--- src/rtl/fetch_unit.sv ---
// Instruction fetch stage: PC, single-outstanding imem requests, 2-entry prefetch FIFO, IF/ID register.
// Optional performance counters are enabled with the FETCH_PERF_CNT_EN macro.
module fetch_unit #(
    parameter int                 ADDR_W    = 32,
    parameter int                 INSTR_W   = 32,
    parameter logic [ADDR_W-1:0]  RESET_PC  = '0,
    parameter logic [ADDR_W-1:0]  PC_STEP   = ADDR_W'(4),
    parameter logic [INSTR_W-1:0] NOP_INSTR = 32'hFC00_0000
) (
    input  logic               clk,
    input  logic               reset,
    output logic               imem_req_valid,
    input  logic               imem_req_ready,
    output logic [ADDR_W-1:0]  imem_req_addr,
    input  logic               imem_resp_valid,
    input  logic [INSTR_W-1:0] imem_resp_data,
    input  logic               redirect_valid,
    input  logic [ADDR_W-1:0]  redirect_pc,
    input  logic               stall,
    output logic               if_id_valid,
    output logic [INSTR_W-1:0] if_id_instr,
    output logic [ADDR_W-1:0]  if_id_pc,
    output logic [ADDR_W-1:0]  if_id_pc_next,
    output logic [5:0]         opcode
`ifdef FETCH_PERF_CNT_EN
    ,
    output logic [31:0]        perf_fetched,
    output logic [31:0]        perf_bubbles,
    output logic [31:0]        perf_flushed
`endif
);

    typedef enum logic {REQ, WAIT} state_t;

    state_t             state, state_next;
    logic [ADDR_W-1:0]  pc;
    logic [ADDR_W-1:0]  req_pc;
    logic [1:0]         drop_cnt, drop_next, drop_flush;
    logic [INSTR_W-1:0] fifo_instr [2];
    logic [ADDR_W-1:0]  fifo_pc    [2];
    logic               rd_ptr, wr_ptr;
    logic [1:0]         count;

    logic resp_take, stale_resp, live_resp, req_fire, push, pop, lost;

    // drop_cnt counts responses still owed by memory for requests that were flushed
    always_comb begin
        resp_take      = imem_resp_valid && (state == WAIT || drop_cnt != 2'd0);
        stale_resp     = resp_take && drop_cnt != 2'd0;
        live_resp      = resp_take && drop_cnt == 2'd0;
        imem_req_valid = state == REQ && count < 2'd2 && !redirect_valid && !reset;
        imem_req_addr  = pc;
        req_fire       = imem_req_valid && imem_req_ready;
        push           = live_resp && !redirect_valid;
        pop            = !stall && !redirect_valid && count != 2'd0;
        lost           = state == WAIT && !live_resp;
        drop_next      = stale_resp ? drop_cnt - 2'd1 : drop_cnt;
        drop_flush     = drop_next + {1'b0, lost};
        state_next     = state;
        case (state)
            REQ:  if (req_fire)  state_next = WAIT;
            WAIT: if (live_resp) state_next = REQ;
            default: state_next = REQ;
        endcase
        if (redirect_valid) begin
            state_next = REQ;
            drop_next  = drop_flush;
        end
    end

    always_ff @(posedge clk) begin
        if (reset) begin
            state         <= REQ;
            pc            <= RESET_PC;
            drop_cnt      <= drop_flush;
            count         <= 2'd0;
            rd_ptr        <= 1'b0;
            wr_ptr        <= 1'b0;
            if_id_valid   <= 1'b0;
            if_id_instr   <= NOP_INSTR;
            if_id_pc      <= '0;
            if_id_pc_next <= '0;
        end else begin
            state    <= state_next;
            drop_cnt <= drop_next;
            if (redirect_valid)
                pc <= redirect_pc;
            else if (req_fire)
                pc <= pc + PC_STEP;

            if (redirect_valid) begin
                count  <= 2'd0;
                rd_ptr <= 1'b0;
                wr_ptr <= 1'b0;
            end else begin
                if (push)
                    wr_ptr <= ~wr_ptr;
                if (pop)
                    rd_ptr <= ~rd_ptr;
                count <= count + {1'b0, push} - {1'b0, pop};
            end

            // a redirect forces a bubble even while decode is stalled
            if (redirect_valid || (!stall && count == 2'd0)) begin
                if_id_valid <= 1'b0;
                if_id_instr <= NOP_INSTR;
            end else if (!stall) begin
                if_id_valid   <= 1'b1;
                if_id_instr   <= fifo_instr[rd_ptr];
                if_id_pc      <= fifo_pc[rd_ptr];
                if_id_pc_next <= fifo_pc[rd_ptr] + PC_STEP;
            end
        end
    end

    always_ff @(posedge clk) begin
        if (req_fire)
            req_pc <= pc;
        if (!reset && push) begin
            fifo_instr[wr_ptr] <= imem_resp_data;
            fifo_pc[wr_ptr]    <= req_pc;
        end
    end

    assign opcode = if_id_instr[INSTR_W-1 -: 6];

`ifdef FETCH_PERF_CNT_EN
    always_ff @(posedge clk) begin
        if (reset) begin
            perf_fetched <= '0;
            perf_bubbles <= '0;
            perf_flushed <= '0;
        end else begin
            if (pop)
                perf_fetched <= perf_fetched + 32'd1;
            if (!stall && (redirect_valid || count == 2'd0))
                perf_bubbles <= perf_bubbles + 32'd1;
            if (redirect_valid)
                perf_flushed <= perf_flushed + 32'd1 + {30'd0, count} + {31'd0, resp_take};
            else if (stale_resp)
                perf_flushed <= perf_flushed + 32'd1;
        end
    end
`endif

endmodule

--- config.mk ---
export PLATFORM = sky130hd
export DESIGN_NAME = fetch_unit
export DESIGN_NICKNAME = d
export VERILOG_FILES = /design/src/rtl/fetch_unit.sv
export SDC_FILE = /design/constraint.sdc
export NUM_CORES = 1
export LEC_CHECK = 0
export CORE_ASPECT_RATIO = 1.1
export CORE_MARGIN = 3
export CORE_UTILIZATION = 57
export CTS_CLUSTER_DIAMETER = 120
export DETAILED_ROUTE_END_ITERATION = 10
export PLACE_DENSITY_LB_ADDON = 0.12
export SYNTH_ARGS = -nofsm -noshare
export SYNTH_HDL_FRONTEND = slang
export SYNTH_SLANG_ARGS = --single-unit
--- constraint.sdc ---
create_clock -name clk -period 11.6 [get_ports clk]
set_clock_uncertainty 0.05 [all_clocks]
set_input_delay 2.32 -clock clk [delete_from_list [all_inputs] [get_ports clk]]
set_output_delay 2.32 -clock clk [all_outputs]
set_load 0.05 [all_outputs]
# After elaboration in Yosys (flattened, before gate mapping)
# Memories as Yosys holds them, arrays and structs flattened. A register that Yosys moved wholly into a read port is not among the register bits.
# Cells that the tools add are included.
word_totals:
  in_bits: 70
  romBits: 0
  latch_bits: 0
  wordCells: 64
  register_bits: 136
  mem_bits_rw: 128
  mem_count: 2
memory_table:
  columns: ["name", "words", "word_bits", "read_ports", "rd_ports_with_merged_regs", "wr", "line", "text"]
  rows:
  - ["fifo_instr", 2, 32, 1, 1, 1, "39", "logic [INSTR_W-1:0] fifo_instr [2];"]
  - ["fifo_pc", 2, 32, 1, 1, 1, "40", "logic [ADDR_W-1:0] fifo_pc [2];"]
classes:
  muxes: 12
  bitwise: 5
  mul: 0
  n_lt_le_gt_ge: 1
  n_reduce_logical: 28
  eq_ne: 0
  addsub: 6
  shift: 0
  div: 0
ops:
  columns: ["cell", "count"]
  rows:
  - ["$add A32 B3 Y32 const B", 2]
  - ["$mux W32", 2]
  - ["$logic_and A1 B1 Y1", 13]
  - ["$mux W1", 6]
  - ["$mux W2", 3]
  - ["$reduce_bool A2 Y1", 3]
  - ["$logic_not A1 Y1", 5]
  - ["$not A1 Y1", 5]
  - ["$add A2 B1 Y2", 2]
  - ["$logic_not A2 Y1", 2]
  - ["$reduce_or A2 Y1", 2]
  - ["$logic_or A1 B1 Y1", 2]
  - ["$lt A2 B2 Y1 const B", 1]
  - ["$pmux W1 S2", 1]
  - ["$reduce_and A2 Y1", 1]
  - ["$sub A2 B1 Y2", 1]
  - ["$sub A2 B1 Y2 const B", 1]

# Depth between registers and ports, before layout
# Gate-level depths: netlist (run 1).
depth:
  word_depth: 9
  ltp_mapped: 13
  mapped_depth_nobuf: 10

# Worst setup path after synthesis (run 1)
# OpenSTA, ideal clock, no wires.
synth_timing:
  kind: "input-to-reg"
  from: "in redirect_valid"
  to: "mem fifo_instr[0][0], enable pin"
  setup_ns: 0.565
  path_stages: 4
  required_time_ns: 10.985
  arrival_time_ns: 7.418
  setup_slack_ns: 3.567
  cell_sequence: "clkbuf_1 -> or2_2 -> clkbuf_1 -> nor3_1"
synth_via:
  elab_chain_len: 5
synth_rtl:
  columns: ["item", "line", "text"]
  rows:
  - ["from (decl)", "17", "input logic redirect_valid,"]
  - ["$logic_not A1 Y1", "54", "push = live_resp && !redirect_valid;"]
  - ["$logic_and A1 B1 Y1", "54", null]
  - ["$logic_and A1 B1 Y1", "119", "if (!reset && push) begin"]
  - ["$mux W1", "119", null]
  - ["$mux W1 (implied by the code)", "120", "fifo_instr[wr_ptr] <= imem_resp_data;"]
  - ["to (decl)", "39", null]
# No other way between the ends.

# Final worst setup path (run 1)
layout_timing:
  from: "in redirect_valid"
  to: "out imem_req_valid"
layout_via:
  elab_chain_len: 3
layout_rtl:
  columns: ["item", "line", "text"]
  rows:
  - ["$logic_not A1 Y1", "51", "imem_req_valid = state == REQ && count < 2'd2 && !redirect_valid && !reset;"]
  - ["$logic_and A1 B1 Y1 (2 in a row)", "51", null]
  - ["to (decl)", "12", "output logic imem_req_valid,"]
# No other way between the ends.

==> impl_summary.txt, run 1 <==
----------------------------------------------------
[GRT]
  Overall overflow remaining after global route ... 0
  Largest net degree at the start of global routing ... 70
  Tot GR Track Use ... 22.6%
  Number of antenna violations at the first check in global routing ... 0
  Via count of the first global-routing pass ... 8027
  First-pass GRT wire length ... 41300 um

[Detailed routing]
  Total routed wirelength ... 26300 um
  Starting DRT DRC Count ... 777
  Number of antenna-violating nets in the routed design ... 0
  Number of iterations in the first detailed-routing pass ... 5
  Post-detailed-route via-to-cell ratio ... 5.82
  Routed WL per cell ... 17.8 um
  Via count ... 8607
  DRC ... 0

[Setup path]
  Critical Setup Path Class ... input port to output pin
  Worst Reg-to-Reg Cells ... 8
  Maximum net fanout on the critical path ... 38
  Kind of end point of the critical path ... output pin
  Capture point of the worst reg-to-reg path ... if_id_pc_next[26]
  Startpoint types ... input port
  Required time of the critical path ... 9.23 ns
  Arrival time reported for the critical path endpoint ... 4.49 ns
  Worst setup slack for register-to-register paths ... 8.32 ns

[Pwr]
  Leakage power figure ... 4.96 nW
  Max rail drop VDD ... 120 uV
  Final Total Pwr ... 0.00218 W
  Power density cells ... 146 nW/um2

[CTS]
  # resized after CTS ... 0
  CTS root buffer ... sky130_fd_sc_hd__clkbuf_16
  TritonCTS clock tree ... done
  CTS clock-pin slew for the worst setup and hold paths ... 0.06 ns
  Number of sinks on the clock net ... 295
  Post-CTS Repair Setup Buffers ... 0
  Maximum clock path buffer count ... 3
  Total number of H-tree levels ... 1
  Insertion delay of the later-clocked pin in the worst-skew pair ... 0.53 ns
  Post-CTS Hold Fix Bufs ... 0
  Inserted Clock Buffers ... 28

[Timing]
  Hold violation count in the final report ... 0
  Setup repair after global routing missed its margin ... false
  Hold Worst Slack ... 0.394 ns
  Max Clk Rate ... 146 MHz
  Final critical-path required period ... 6.86 ns
  Share of the cycle needed by the critical path after routing ... 59.2%
  Headroom to the max-slew limit ... 19.7%
  Actual transition at the worst max-transition pin ... 1.20 ns
  Number of endpoints failing setup at the final stage ... 0
  Minimum setup slack in the final design ... 4.74 ns
  Final Max Tran Viols ... 0
  Summed negative setup slack over all endpoints ... 0 ns

[Synth]
  Combinational family with the most area after synthesis ... simple AND/OR/NAND/NOR gates
  Syn_nets ... 1100
  Fraction of registers with async set or reset after synthesis ... 0%
  EDFF count, synth ... 160
  Xor/xnor cell area share of the yosys netlist ... 1.41%
  Share of the synthesized area in compound gates (AO/OA/AOI/OAI) ... 9.81%
  Leading register cell type out of synthesis ... sky130_fd_sc_hd__edfxtp_1
  Number of flip-flops and latches in the synthesized netlist ... 295
  Share of synthesized area occupied by flip-flops and latches ... 63.4%
  Area fraction of the dominant cell type after synthesis ... 40.6%
  Fraction of the mapped netlist area in simple logic gates ... 14.7%
  Cell area after synthesis ... 11800 um2
  Post-Synth Adder-Cell Area ... 0.634%
  Cell type with the largest total area after synthesis ... sky130_fd_sc_hd__edfxtp_1
  Post-synthesis instance total ... 1024
  Fraction of synthesized area in multiplexers ... 7.17%
  Average cell area after synthesis ... 11.6 um2
  Total number of yosys warnings ... 0
  Synth top area cells ... sky130_fd_sc_hd__edfxtp_1, sky130_fd_sc_hd__dfxtp_1, sky130_fd_sc_hd__mux2i_1, sky130_fd_sc_hd__nor2_1, sky130_fd_sc_hd__a21oi_1
  Unique masters post-synth ... 54

[Place]
  Final weighted congestion in routability-driven placement ... 0.849
  Sum of net half-perimeters after detailed placement ... 17800 um
  Post-placement setup slack ... 4.78 ns
  Number of buffers added on ports ... 205

[Floorplan]
  Std-Cell Rows ... 54
  Chip width ... 143 um
  Die outline area ... 22500 um2
  Y dimension of the die ... 157 um
  Boundary Pins ... 206
  Initial Utilization ... 58.8%
  Area of the core region ... 20100 um2

[Cells and area]
  Fraction of layout instances using a drive strength above 1 ... 7.10%
  Utilization of the core after routing ... 74.2%
  Fill cell total of the finished layout ... 1395
  Area Overhead vs Synth ... 26.1%
  Antenna Diode Count ... 0
  Nets@finish ... 1280

[Worst hold path]
  Endpoint of the worst hold-timing path ... fifo_pc[0][0]
  Hold_sp ... req_pc[0]
  Number of instances on the worst hold path ... 0
  Min-Delay Path Class ... flop to flop

[Run status]
  Result of the run ... finished, final reports clean

[Flow run]
  Max-Cap Viols ... 0

----------------------------------------------------
==> cell type report <==
type | count | area, um2 | area share [%]
flip-flops and latches | 295 | 7510 | 50.3
multi-input cells | 649 | 4010 | 26.8
repair buffers | 218 | 2140 | 14.3
well taps | 252 | 315 | 2.11
clock buffers | 42 | 815 | 5.45
inverters | 12 | 45.0 | 0.301
clock inverters | 10 | 108 | 0.720
==> cell families (layout without fill, tap and decap cells) <==
| group | count (synthesis) | in the layout |
|---|---|---|
| AND/OR/NAND/NOR | 361 | 361 |
| flip-flops | 295 | 295 |
| AO/OA/AOI/OAI | 181 | 181 |
| multiplexers | 82 | 82 |
| buffers and inverters | 80 | 282 |
| XOR/XNOR | 19 | 19 |
| adder cells (fa/ha/maj) | 6 | 6 |
==> stage by stage <==
stage	instances	instance area, um2
2_1_floorplan	1024	11800
3_3_place_gp	1426	14000
3_5_place_dp	1426	14000
4_1_cts	1478	14900
5_1_grt	1478	14900
6_report	1478	14900
==> cell usage after synthesis, drive strengths merged (4+ instances only) <==
cell type and number:
nor3 21, o211ai 5, o311ai 4, mux2i 59, dfxtp 135, or4 8, nand4b 5, o31ai 4
edfxtp 160, a31oi 14, or3 11, nand3 36, nand2b 7, a31o 4, a32o 5, and3 7
xor2 6, xnor2 13, and4 7, clkbuf 43, buf 25, nand2 81, mux2 23, ha 6
inv 12, a22oi 11, nor2 124, a21oi 69, nand3b 13, o21ai 22, nand4 30, a211oi 24
==> worst max-delay path, stage by stage <==
cell and delay [ns]:
sky130_fd_sc_hd__clkdlybuf4s50_1 0.39, sky130_fd_sc_hd__buf_4 0.27, sky130_fd_sc_hd__nor4_2 0.58, sky130_fd_sc_hd__clkdlybuf4s50_1 0.91
==> cells in the final DEF, fill, tap and decap left out, drive strengths merged, types with 5 or more instances in the layout <==
cell           instances
and3                   7
inv                   12
a22oi                 11
o21ai                 22
clkinvlp               5
ha                     6
or3                   11
buf                   15
mux2                  23
nor3                  21
xor2                   6
nand2b                 7
a21oi                 69
o211ai                 5
mux2i                 59
nand2                 81
a31oi                 14
xnor2                 13
nand3                 36
nand4b                 5
clkdlybuf4s50        203
clkbuf                42
nand4                 30
nand3b                13
a211oi                24
or4                    8
a32o                   5
nor2                 124
and4                   7
dfxtp                135
edfxtp               160
==> registers in the layout (all words and copies together) (netlist names), 2 cells and up, named ones only <==
signal,cells
fifo_instr,64
fifo_pc,64
if_id_instr,32
if_id_pc,32
imem_req_addr,32
req_pc,32
if_id_pc_next,30
count,2
drop_cnt,2
==> routing by layer <==
metal | routed length [um] | GRT usage [%]
met4 | 413 | 5.61
met5 | 0 | 0
met2 | 11900 | 35.1
met3 | 1960 | 4.04
met1 | 12000 | 33.3
==> power by group <==
part,internal (W),switching [W]
Combinational,0.0000592,0.0000853
Sequential,0.00112,0.0000185
Clock,0.000529,0.000369
Total,0.00171,0.000473
==> how the worst max path moves through the flow <==
stage                   start                to  slack (ns)
6_report       redirect_valid    imem_req_valid        4.74
5_1_grt        redirect_valid    imem_req_valid        4.64
4_1_cts        redirect_valid    imem_req_valid        4.75
3_5_place_dp   redirect_valid    imem_req_valid        4.78
3_3_place_gp   redirect_valid    imem_req_valid        4.84
2_1_floorplan  redirect_valid  fifo_instr[0][0]        3.57
Power figures use the tool's default switching activity.
==> run 2: changes to the inputs <==
--- a/config.mk
+++ b/config.mk
@@ -7,7 +7,7 @@
 export LEC_CHECK = 0
 export CORE_ASPECT_RATIO = 1.1
 export CORE_MARGIN = 3
-export CORE_UTILIZATION = 57
+export CORE_UTILIZATION = 53
 export CTS_CLUSTER_DIAMETER = 120
 export DETAILED_ROUTE_END_ITERATION = 10
 export PLACE_DENSITY_LB_ADDON = 0.12
==> constraint.sdc (replaced) <==
create_clock -name clk -period 6.85 [get_ports clk]
set_clock_uncertainty 0.05 [all_clocks]
set_input_delay 1.37 -clock clk [delete_from_list [all_inputs] [get_ports clk]]
set_output_delay 1.37 -clock clk [all_outputs]
set_load 0.05 [all_outputs]
==> run 2 against run 1 <==
Sequential cell count unchanged. Sequential share of layout area is 0.18 points lower. First-iteration DRC count is 35% lower. Critical path depth shrank 1. Utilization down 4.9 points. Hold slack worse by 0.0024 ns. Worst setup slack lost 2.7 ns. Clock power is 71% higher. Cell count rose by 2.6%. Wire length is 2.2% lower. Die area is 7.2% higher. Critical path type unchanged. Largest power group unchanged.
==> impl_summary.txt, run 2 (synthesis results as in run 1) <==
----------------------------------------------------
[Cells and area]
  Reg area ... 7510 um2 (unchanged)
  Top library cells by usage in the layout, fill and taps aside ... sky130_fd_sc_hd__clkdlybuf4s50_1, sky130_fd_sc_hd__edfxtp_1, sky130_fd_sc_hd__dfxtp_1
  Multi-input gate area ... 4010 um2 (unchanged)
  Nets@finish ... 1280 (unchanged)
  Most common cell after layout, fill and taps aside ... sky130_fd_sc_hd__clkdlybuf4s50_1
  Design area ... 15000 um2 (+0.36%)
  Area Overhead vs Synth ... 26.6%
  Largest registers ... fifo_instr x64, fifo_pc x64
  Fill cell total of the finished layout ... 1604 (+15%)
  Fraction of layout instances using a drive strength above 1 ... 7.42% (+0.33 points)
  Antenna Diode Count ... 0 (unchanged)

[Setup path]
  Slowest cell on the critical path ... sky130_fd_sc_hd__clkdlybuf4s50_1
  Cell-by-cell trace of the critical path ... clkdlybuf4s50_1 -> nor4_2 -> clkdlybuf4s50_1
  Critical Path Max Stage Delay ... 0.93 ns (+0.02 ns)
  Required time of the critical path ... 5.43 ns (-3.80 ns)
  Startpoint types ... input port
  Kind of end point of the critical path ... output pin
  Cell class contributing the biggest share of worst-path delay ... buffers and inverters
  Most used cell along the critical path ... sky130_fd_sc_hd__clkdlybuf4s50_1
  Arrival time reported for the critical path endpoint ... 3.42 ns (-1.07 ns)
  Sum of buffers and inverters on the critical path ... 2 (-1)
  Maximum net fanout on the critical path ... 6 (-84%)
  Critical Setup Path Class ... input port to output pin

[Detailed routing]
  Post-detailed-route via-to-cell ratio ... 5.59 (-3.9%)
  DRC ... 0 (unchanged)
  Total routed wirelength ... 25700 um (-2.2%)
  Number of antenna-violating nets in the routed design ... 0 (unchanged)
  Starting DRT DRC Count ... 506 (-35%)
  Via count ... 8480 (-1.5%)
  Number of iterations in the first detailed-routing pass ... 5 (unchanged)
  Routed WL per cell ... 16.9 um (-4.7%)

[Timing]
  Final critical-path required period ... 4.84 ns
  Number of endpoints failing setup at the final stage ... 0 (unchanged)
  Headroom to the max-slew limit ... 26.6% (+6.9 points)
  Final Max Tran Viols ... 0 (unchanged)
  Hold Worst Slack ... 0.392 ns (-0.00242 ns)
  Summed negative setup slack over all endpoints ... 0 ns (unchanged)
  Hold violation count in the final report ... 0 (unchanged)
  Max Clk Rate ... 206 MHz
  Setup repair after global routing missed its margin ... false
  Actual transition at the worst max-transition pin ... 1.10 ns (-0.104 ns)
  Share of the cycle needed by the critical path after routing ... 70.7%

[Floorplan]
  Area of the core region ... 21700 um2 (+7.5%)
  Y dimension of the die ... 163 um (+3.6%)
  Chip width ... 149 um (+3.5%)
  Boundary Pins ... 206 (unchanged)
  Initial Utilization ... 54.7% (-4.1 points)
  Std-Cell Rows ... 56 (+3.7%)
  Die outline area ... 24200 um2 (+7.2%)

[CTS]
  Insertion delay of the later-clocked pin in the worst-skew pair ... 0.53 ns (about the same)
  Post-CTS Hold Fix Bufs ... 0 (unchanged)
  Maximum clock path buffer count ... 3 (unchanged)
  Post-CTS Repair Setup Buffers ... 0 (unchanged)
  Total number of H-tree levels ... 1 (unchanged)
  TritonCTS clock tree ... done
  Inserted Clock Buffers ... 28 (unchanged)
  # resized after CTS ... 0 (unchanged)
  CTS clock-pin slew for the worst setup and hold paths ... 0.06 ns (about the same)
  Number of sinks on the clock net ... 295 (unchanged)
  CTS root buffer ... sky130_fd_sc_hd__clkbuf_16

[GRT]
  Number of antenna violations at the first check in global routing ... 0 (unchanged)
  Overall overflow remaining after global route ... 0 (unchanged)
  First-pass GRT wire length ... 40900 um (-0.87%)
  Largest net degree at the start of global routing ... 91 (+30%)
  Tot GR Track Use ... 20.7% (-1.8 points)
  Via count of the first global-routing pass ... 7732 (-3.7%)

[Place]
  Total cell area at the placement stage ... 14100 um2 (+0.34%)
  Final weighted congestion in routability-driven placement ... 0.820 (-3.5%)
  Sum of net half-perimeters after detailed placement ... 17400 um (-2.3%)
  Number of buffers added on ports ... 205 (unchanged)

[Pwr]
  Max rail drop VDD ... 189 uV (+57%)
  Power density cells ... 246 nW/um2 (+69%)
  Leakage power figure ... 4.98 nW (+0.47%)

[Flow run]
  Max-Cap Viols ... 0 (unchanged)

[Worst hold path]
  Min-Delay Path Class ... flop to flop

[Run status]
  Result of the run ... finished, final reports clean

----------------------------------------------------
-- run 2: cell count changes in the layout (fill, tap and decap cells not counted) --
| cell | change |
|---|---|
| sky130_fd_sc_hd__bufinv_16 | +1 |
| sky130_fd_sc_hd__clkbuf_1 | -4 |
| sky130_fd_sc_hd__clkbuf_8 | -3 |
| sky130_fd_sc_hd__clkinv_2 | +7 |
| sky130_fd_sc_hd__clkinv_4 | +2 |
| sky130_fd_sc_hd__clkinvlp_2 | -1 |
| sky130_fd_sc_hd__clkinvlp_4 | -2 |
-- run 2: metal layers --
| layer | global-route usage [%] | up-vias | share of wire (%) |
|---|---|---|---|
| met3 | 3.15 | 14 | 7.0 |
| met1 | 32.3 | 3986 | 47 |
| met4 | 3.65 | 0 | 0.84 |
| li1 | - | 4164 | - |
| met5 | 0 | - | 0 |
| met2 | 31.4 | 316 | 45 |
-- run 2: where the power goes --
group          switching, W  internal [W]  total (W)
logic              0.000143      0.000100   0.000244
registers         0.0000303       0.00189    0.00192
clock network      0.000629      0.000899    0.00153
-- run 2: layout make-up --
cell class,instances,share of cell area (%)
inverter,12,0.300
tap,290,2.42
timing repair buffer,218,14.3
sequential,295,50.1
clock buffer,35,5.06
multi-input combinational,649,26.7
clock inverter,17,1.13
-- run 2: worst paths after layout --
check | startpoint | endpoint | slack (ns) | cells past startpoint
min reg2reg | req_pc[8] | fifo_pc[1][8] | 0.39 | 0
min | req_pc[8] | fifo_pc[1][8] | 0.39 | 0
max | redirect_valid | imem_req_valid | 2.01 | 3
max reg2reg | flop | if_id_pc_next[22] | 3.23 | 8
-- run 2: metrics by stage --
stage / utilization (%) / setup slack, ns / total power [W] / std cells
2_1_floorplan: - / -0.233 / 0.00210 / 1024
3_3_place_gp: 65.0 / 2.07 / 0.00220 / 1464
3_5_place_dp: 65.0 / 1.99 / 0.00220 / 1464
4_1_cts: 69.3 / 1.97 / 0.00373 / 1516
5_1_grt: 69.3 / 1.92 / 0.00382 / 1516
6_report: 69.3 / 2.01 / 0.00369 / 1516
-- run 2: worst reg2reg max path: stages, from the launching register on --
cell and delay [ns]:
sky130_fd_sc_hd__dfxtp_2 0.91, sky130_fd_sc_hd__buf_4 0.45, sky130_fd_sc_hd__mux2_2 0.24, sky130_fd_sc_hd__ha_1 0.18
sky130_fd_sc_hd__inv_1 0.07, sky130_fd_sc_hd__a21oi_1 0.51, sky130_fd_sc_hd__nand4_1 0.46, sky130_fd_sc_hd__or4_1 0.62
sky130_fd_sc_hd__nand3_1 0.08
==> run 3: changes to the inputs <==
==> constraint.sdc (replaced) <==
create_clock -name clk -period 4.6 [get_ports clk]
set_clock_uncertainty 0.05 [all_clocks]
set_input_delay 0.92 -clock clk [delete_from_list [all_inputs] [get_ports clk]]
set_output_delay 0.92 -clock clk [all_outputs]
set_load 0.05 [all_outputs]
==> run 3 against run 2 <==
Via count is 0.52% lower. Hold slack better by 0.00086 ns. Critical path type is now flop to flop. Global-route usage is 0.35 points higher. Die area stayed put. Highest routed layer unchanged. Wire length is 0.70% higher. Worst setup slack worse by 0.52 ns. First-iteration DRC count is 12% higher. Critical path depth is 4 higher. Final area is 0.31% higher. Cell count is 0.13% higher. Non-clock buffer count is 1 higher. Utilization is 0.21 points higher.
==> impl_summary.txt, run 3 (synthesis results as in run 1) <==
----------------------------------------------------
[Place]
  Number of buffers added on ports ... 205 (unchanged)
  Total placed cells including tap cells ... 1465 (+0.068%)
  Final weighted congestion in routability-driven placement ... 0.849 (+3.6%)
  Sum of net half-perimeters after detailed placement ... 17600 um (+1.1%)

[GRT]
  Tot GR Track Use ... 21.1% (+0.35 points)
  Overall overflow remaining after global route ... 0 (unchanged)
  Largest net degree at the start of global routing ... 69 (-24%)
  Via count of the first global-routing pass ... 7941 (+2.7%)
  Number of antenna violations at the first check in global routing ... 0 (unchanged)
  First-pass GRT wire length ... 41600 um (+1.6%)

[Pwr]
  Power density cells ... 366 nW/um2 (+48%)
  Final Total Pwr ... 0.00550 W (+49%)
  Leakage power figure ... 5.01 nW (+0.65%)
  Max rail drop VDD ... 325 uV (+72%)

[CTS]
  Post-CTS Hold Fix Bufs ... 0 (unchanged)
  # resized after CTS ... 0 (unchanged)
  CTS clock-pin slew for the worst setup and hold paths ... 0.06 ns (about the same)
  TritonCTS clock tree ... done
  Maximum clock path buffer count ... 3 (unchanged)
  Post-CTS Repair Setup Buffers ... 0 (unchanged)
  Insertion delay of the later-clocked pin in the worst-skew pair ... 0.53 ns (about the same)
  Inserted Clock Buffers ... 29 (+3.6%)
  Number of sinks on the clock net ... 295 (unchanged)
  Total number of H-tree levels ... 1 (unchanged)
  CTS root buffer ... sky130_fd_sc_hd__clkbuf_16

[Floorplan]
  Die outline area ... 24200 um2 (unchanged)
  Initial Utilization ... 54.7% (unchanged)
  Area of the core region ... 21700 um2 (unchanged)
  Std-Cell Rows ... 56 (unchanged)
  Boundary Pins ... 206 (unchanged)
  Y dimension of the die ... 163 um (unchanged)
  Chip width ... 149 um (unchanged)

[Cells and area]
  Area Overhead vs Synth ... 27.0%
  Antenna Diode Count ... 0 (unchanged)
  Largest registers ... fifo_instr x64, fifo_pc x64
  Nets@finish ... 1282 (+0.16%)
  Most common cell after layout, fill and taps aside ... sky130_fd_sc_hd__clkdlybuf4s50_1
  Count of non-filler cells in the finished layout ... 1518 (+0.13%)
  Fraction of layout instances using a drive strength above 1 ... 7.65% (+0.23 points)
  Multi-input gate area ... 4020 um2 (+0.19%)
  Reg area ... 7510 um2 (unchanged)
  Top library cells by usage in the layout, fill and taps aside ... sky130_fd_sc_hd__clkdlybuf4s50_1, sky130_fd_sc_hd__edfxtp_1, sky130_fd_sc_hd__dfxtp_1
  Fill cell total of the finished layout ... 1570 (-2.1%)

[Timing]
  Hold violation count in the final report ... 0 (unchanged)
  Number of endpoints failing setup at the final stage ... 0 (unchanged)
  Share of the cycle needed by the critical path after routing ... 67.7%
  Final Max Tran Viols ... 0 (unchanged)
  Max Clk Rate ... 321 MHz
  Setup repair after global routing missed its margin ... false
  Hold Worst Slack ... 0.393 ns (+0.000856 ns)
  Final critical-path required period ... 3.11 ns
  Actual transition at the worst max-transition pin ... 1.18 ns (+0.0757 ns)
  Headroom to the max-slew limit ... 21.6% (-5.0 points)

[Detailed routing]
  DRC ... 0 (unchanged)
  Routed WL per cell ... 17.0 um (+0.57%)
  Starting DRT DRC Count ... 565 (+12%)
  Number of antenna-violating nets in the routed design ... 0 (unchanged)
  Met3 layer wire length in the routed design ... 1720 um (-4.3%)
  Routed wl met2 ... 11500 um (-0.63%)
  Post-detailed-route via-to-cell ratio ... 5.56 (-0.65%)
  Number of iterations in the first detailed-routing pass ... 5 (unchanged)
  Via count ... 8436 (-0.52%)
  Total routed wirelength ... 25900 um (+0.70%)
  Top layer used by detailed routing ... met4
  Detailed-routing wirelength on met1 ... 12300 um (+1.2%)

[Setup path]
  Critical Setup Path Class ... flop to flop
  Cell class contributing the biggest share of worst-path delay ... simple AND/OR/NAND/NOR gates
  Startpoint types ... flop
  Maximum net fanout on the critical path ... 38 (+32)
  Kind of end point of the critical path ... flop
  Slowest cell on the critical path ... sky130_fd_sc_hd__dfxtp_2
  Sum of buffers and inverters on the critical path ... 1 (-1)
  Cell-by-cell trace of the critical path ... mux2_2 -> ha_1 -> inv_1 -> a21oi_1 -> nand4_1 -> or4_1 -> nand3_1
  Required time of the critical path ... 5.01 ns (-0.42 ns)
  Critical Path Max Stage Delay ... 0.79 ns (-0.14 ns)
  Arrival time reported for the critical path endpoint ... 3.53 ns (+0.11 ns)

[Flow run]
  Max-Cap Viols ... 0 (unchanged)

[Worst hold path]
  Min-Delay Path Class ... flop to flop

[Run status]
  Result of the run ... finished, final reports clean

----------------------------------------------------
run 3: cell types whose count changed in the layout (fill, tap and decap cells not counted), moves of 2 or more:
cell and delta:
sky130_fd_sc_hd__buf_12 +3, sky130_fd_sc_hd__clkinv_2 +2, sky130_fd_sc_hd__nor3_2 -3, sky130_fd_sc_hd__clkbuf_8 +2
sky130_fd_sc_hd__nor3_4 +2
run 3: path summary, 6_finish.rpt:
check        startpoint                end  slack [ns]  cells past startpoint
min           req_pc[2]      fifo_pc[1][2]        0.39                      0
max reg2reg        flop  if_id_pc_next[22]        1.49                      7
max                flop  if_id_pc_next[22]        1.49                      7
min reg2reg   req_pc[2]      fifo_pc[1][2]        0.39                      0
run 3: routing by layer:
metal	GRT usage, %	vias up
met1	32.0	3956
met2	32.2	278
met5	0	-
met4	4.75	0
li1	-	4172
met3	3.42	30
run 3: cell type report:
cell class,instances,area share [%]
inverter,12,0.299
sequential,295,49.9
multi-input combinational,649,26.7
tap,290,2.41
clock inverter,16,0.923
timing repair buffer,219,14.5
clock buffer,37,5.22
run 3: metrics by stage:
stage	TNS (ns)	cell area, um2	util [%]	setup slack, ns
final	0	15000	69.5	1.49
after global routing	0	15000	69.5	1.25
after CTS	0	15000	69.5	1.49
after detailed placement	0	14100	65.2	1.07
after global placement	0	14100	65.2	1.16
after floorplan	-4.96	11900	-	-0.0388
run 3: power breakdown:
group          internal [W]  switching, W
sequential          0.00282     0.0000468
combinational      0.000152      0.000215
clock               0.00132      0.000949
total               0.00429       0.00121
==> RTL change: new RTL, flow settings as in run 3 <==
Add a define of `FETCH_PERF_CNT_EN`.
--- a/src/rtl/fetch_unit.sv
+++ b/src/rtl/fetch_unit.sv
@@ -1,5 +1,7 @@
 // Instruction fetch stage: PC, single-outstanding imem requests, 2-entry prefetch FIFO, IF/ID register.
 // Optional performance counters are enabled with the FETCH_PERF_CNT_EN macro.
+`define FETCH_PERF_CNT_EN
+
 module fetch_unit #(
     parameter int                 ADDR_W    = 32,
     parameter int                 INSTR_W   = 32,
Formal check against the unedited RTL (old outputs only; new: perf_bubbles, perf_fetched and perf_flushed): equivalent (Yosys induction, for registers that start in step).
==> RTL change against run 3 <==
Routed wire length grew 59%; highest routed layer is now met5; count of clock-buffer cells in the layout grew 16; global-route usage grew 2.3 points; final cell count grew 58%; sequential cell count grew 96; power grew 42%; synthesized area grew 44%; largest power group unchanged; setup slack lost 0.59 ns; final area grew 44%.
==> RTL change: results (changes against run 3) <==
stage;metric;value;unit;change
detailed_routing;wl_per_cell;17.2;µm;+1.1%
logic_synthesis;ys.flop_type;dfxtp_1;;
detailed_routing;drt_iter0_markers;954;;+69%
setup_path;r2r-end;perf_flushed[29];;
logic_synthesis;synth_common_cells;nor2_1, dfxtp_1, edfxtp_1;;
setup_path;reg2reg_slack;1.01;ns;-0.48 ns
grt;antenna_found_initial;4;;+4
setup_path;cp_data_arrival_time;2.73;ns;-0.80 ns
logic_synthesis;ys_seq_area_frac;0.555;;-0.0792
power;switchingPower;1.90;mW;+57%
grt;grt_util_met1;0.300;;-0.0199
logic_synthesis;synth_compound_area_frac;0.103;;+0.00482
power;cellLeakagePower;7.15;nW;+43%
logic_synthesis;synthAdderAreaFrac;0.00971;;+0.00338
grt;grt_pass1_vias;12800;;+61%
setup_path;worst_path_largest_cell_delay;0.92;ns;+0.13 ns
placement;dpl_cell_area;20300;µm²;+44%
logic_synthesis;synthMuxAreaShare;0.0478;;-0.0240
cells_and_area;stdcell_count;2395;;+58%
hold_path;min_to;fifo_pc[0][29];;
logic_synthesis;synth.distinct_cells;79;;+46%
logic_synthesis;synth_fp_nets;1768;;+61%
status;outcome;completed;;
cells_and_area;layout-drive-gt1-share;0.0684;;-0.00812
setup_path;crit_fanout;33;;-13%
clock_network;cts_buffers;41;;+41%
timing;hold_slack;0.395;ns;+0.00233 ns
placement;preCtsSetupSlack;0.430;ns;-0.638 ns
setup_path;path_delay_family;buffers and inverters;;
grt;grt_pass1_wl;66300;µm;+59%
power;p_sw_frac;0.242;;+0.0221
detailed_routing;top_layer;met5;;
grt;met2_usage;0.391;;+0.0687
setup_path;cp_slowest_cell;clkdlybuf4s50_1;;
power;power_frac_seq;0.487;;-0.034
logic_synthesis;synthTopCellsByArea;edfxtp_1, dfxtp_1, nor2_1;;
timing;clock.fmax;0.270;GHz;-16%
detailed_routing;wl_met1;17500;µm;+43%
grt;grtUsageMet3;0.0517;;+0.0175
hold_path;hp-start;req_pc[29];;
placement;hpwl;28500;µm;+62%
power;pg_comb;0.753;mW;+110%
detailed_routing;dr_wl_met2;19900;µm;+73%
placement;dpl.cell_count;2319;;+58%
timing;max_slew_margin;0.296;;+0.0798
cells_and_area;fill_cells;2442;;+56%
setup_path;crit_path_end;imem_req_valid;;
power;peakVddDrop;330;µV;+1.4%
setup_path;reg2regPathDepth;9;;+2
logic_synthesis;synthXorXnorAreaFrac;0.0567;;+0.0426
detailed_routing;viasPerCell;5.59;;+0.63%
placement;port_buffers;301;;+47%
logic_synthesis;avgSynthCellArea;10.1;µm²;-13%
detailed_routing;routed-wl-met3;2600;µm;+51%
[RTL change: changes by cell type after synthesis, moves of 32 or more]
cell and delta:
xor2_1 +47, dfxtp_1 +96, a21oi_1 +63, nand3_1 +32
nand2_1 +68, xnor2_1 +44, nor2_1 +114, o21ai_0 +41
[RTL change: logic make-up after synthesis]
logic type,count (synthesis)
and+or+nand+nor,681
DFF,391
AOI/OAI and AO/OA,285
buffers and inverters,128
xor gates and xnor gates,110
muxes,79
adders and majority gates,12
[RTL change: layout make-up]
| cell class | instances | area [µm²] | area share |
|---|---|---|---|
| Clock buffer | 53 | 1150 | 0.0534 |
| Antenna cell | 2 | 5.00 | 0.000231 |
| Multi-Input combinational cell | 1167 | 7050 | 0.326 |
| Inverter | 24 | 90.1 | 0.00417 |
| Timing Repair Buffer | 317 | 3160 | 0.146 |
| Clock inverter | 21 | 203 | 0.00938 |
| Sequential cell | 391 | 9430 | 0.436 |
| Tap cell | 420 | 526 | 0.0243 |
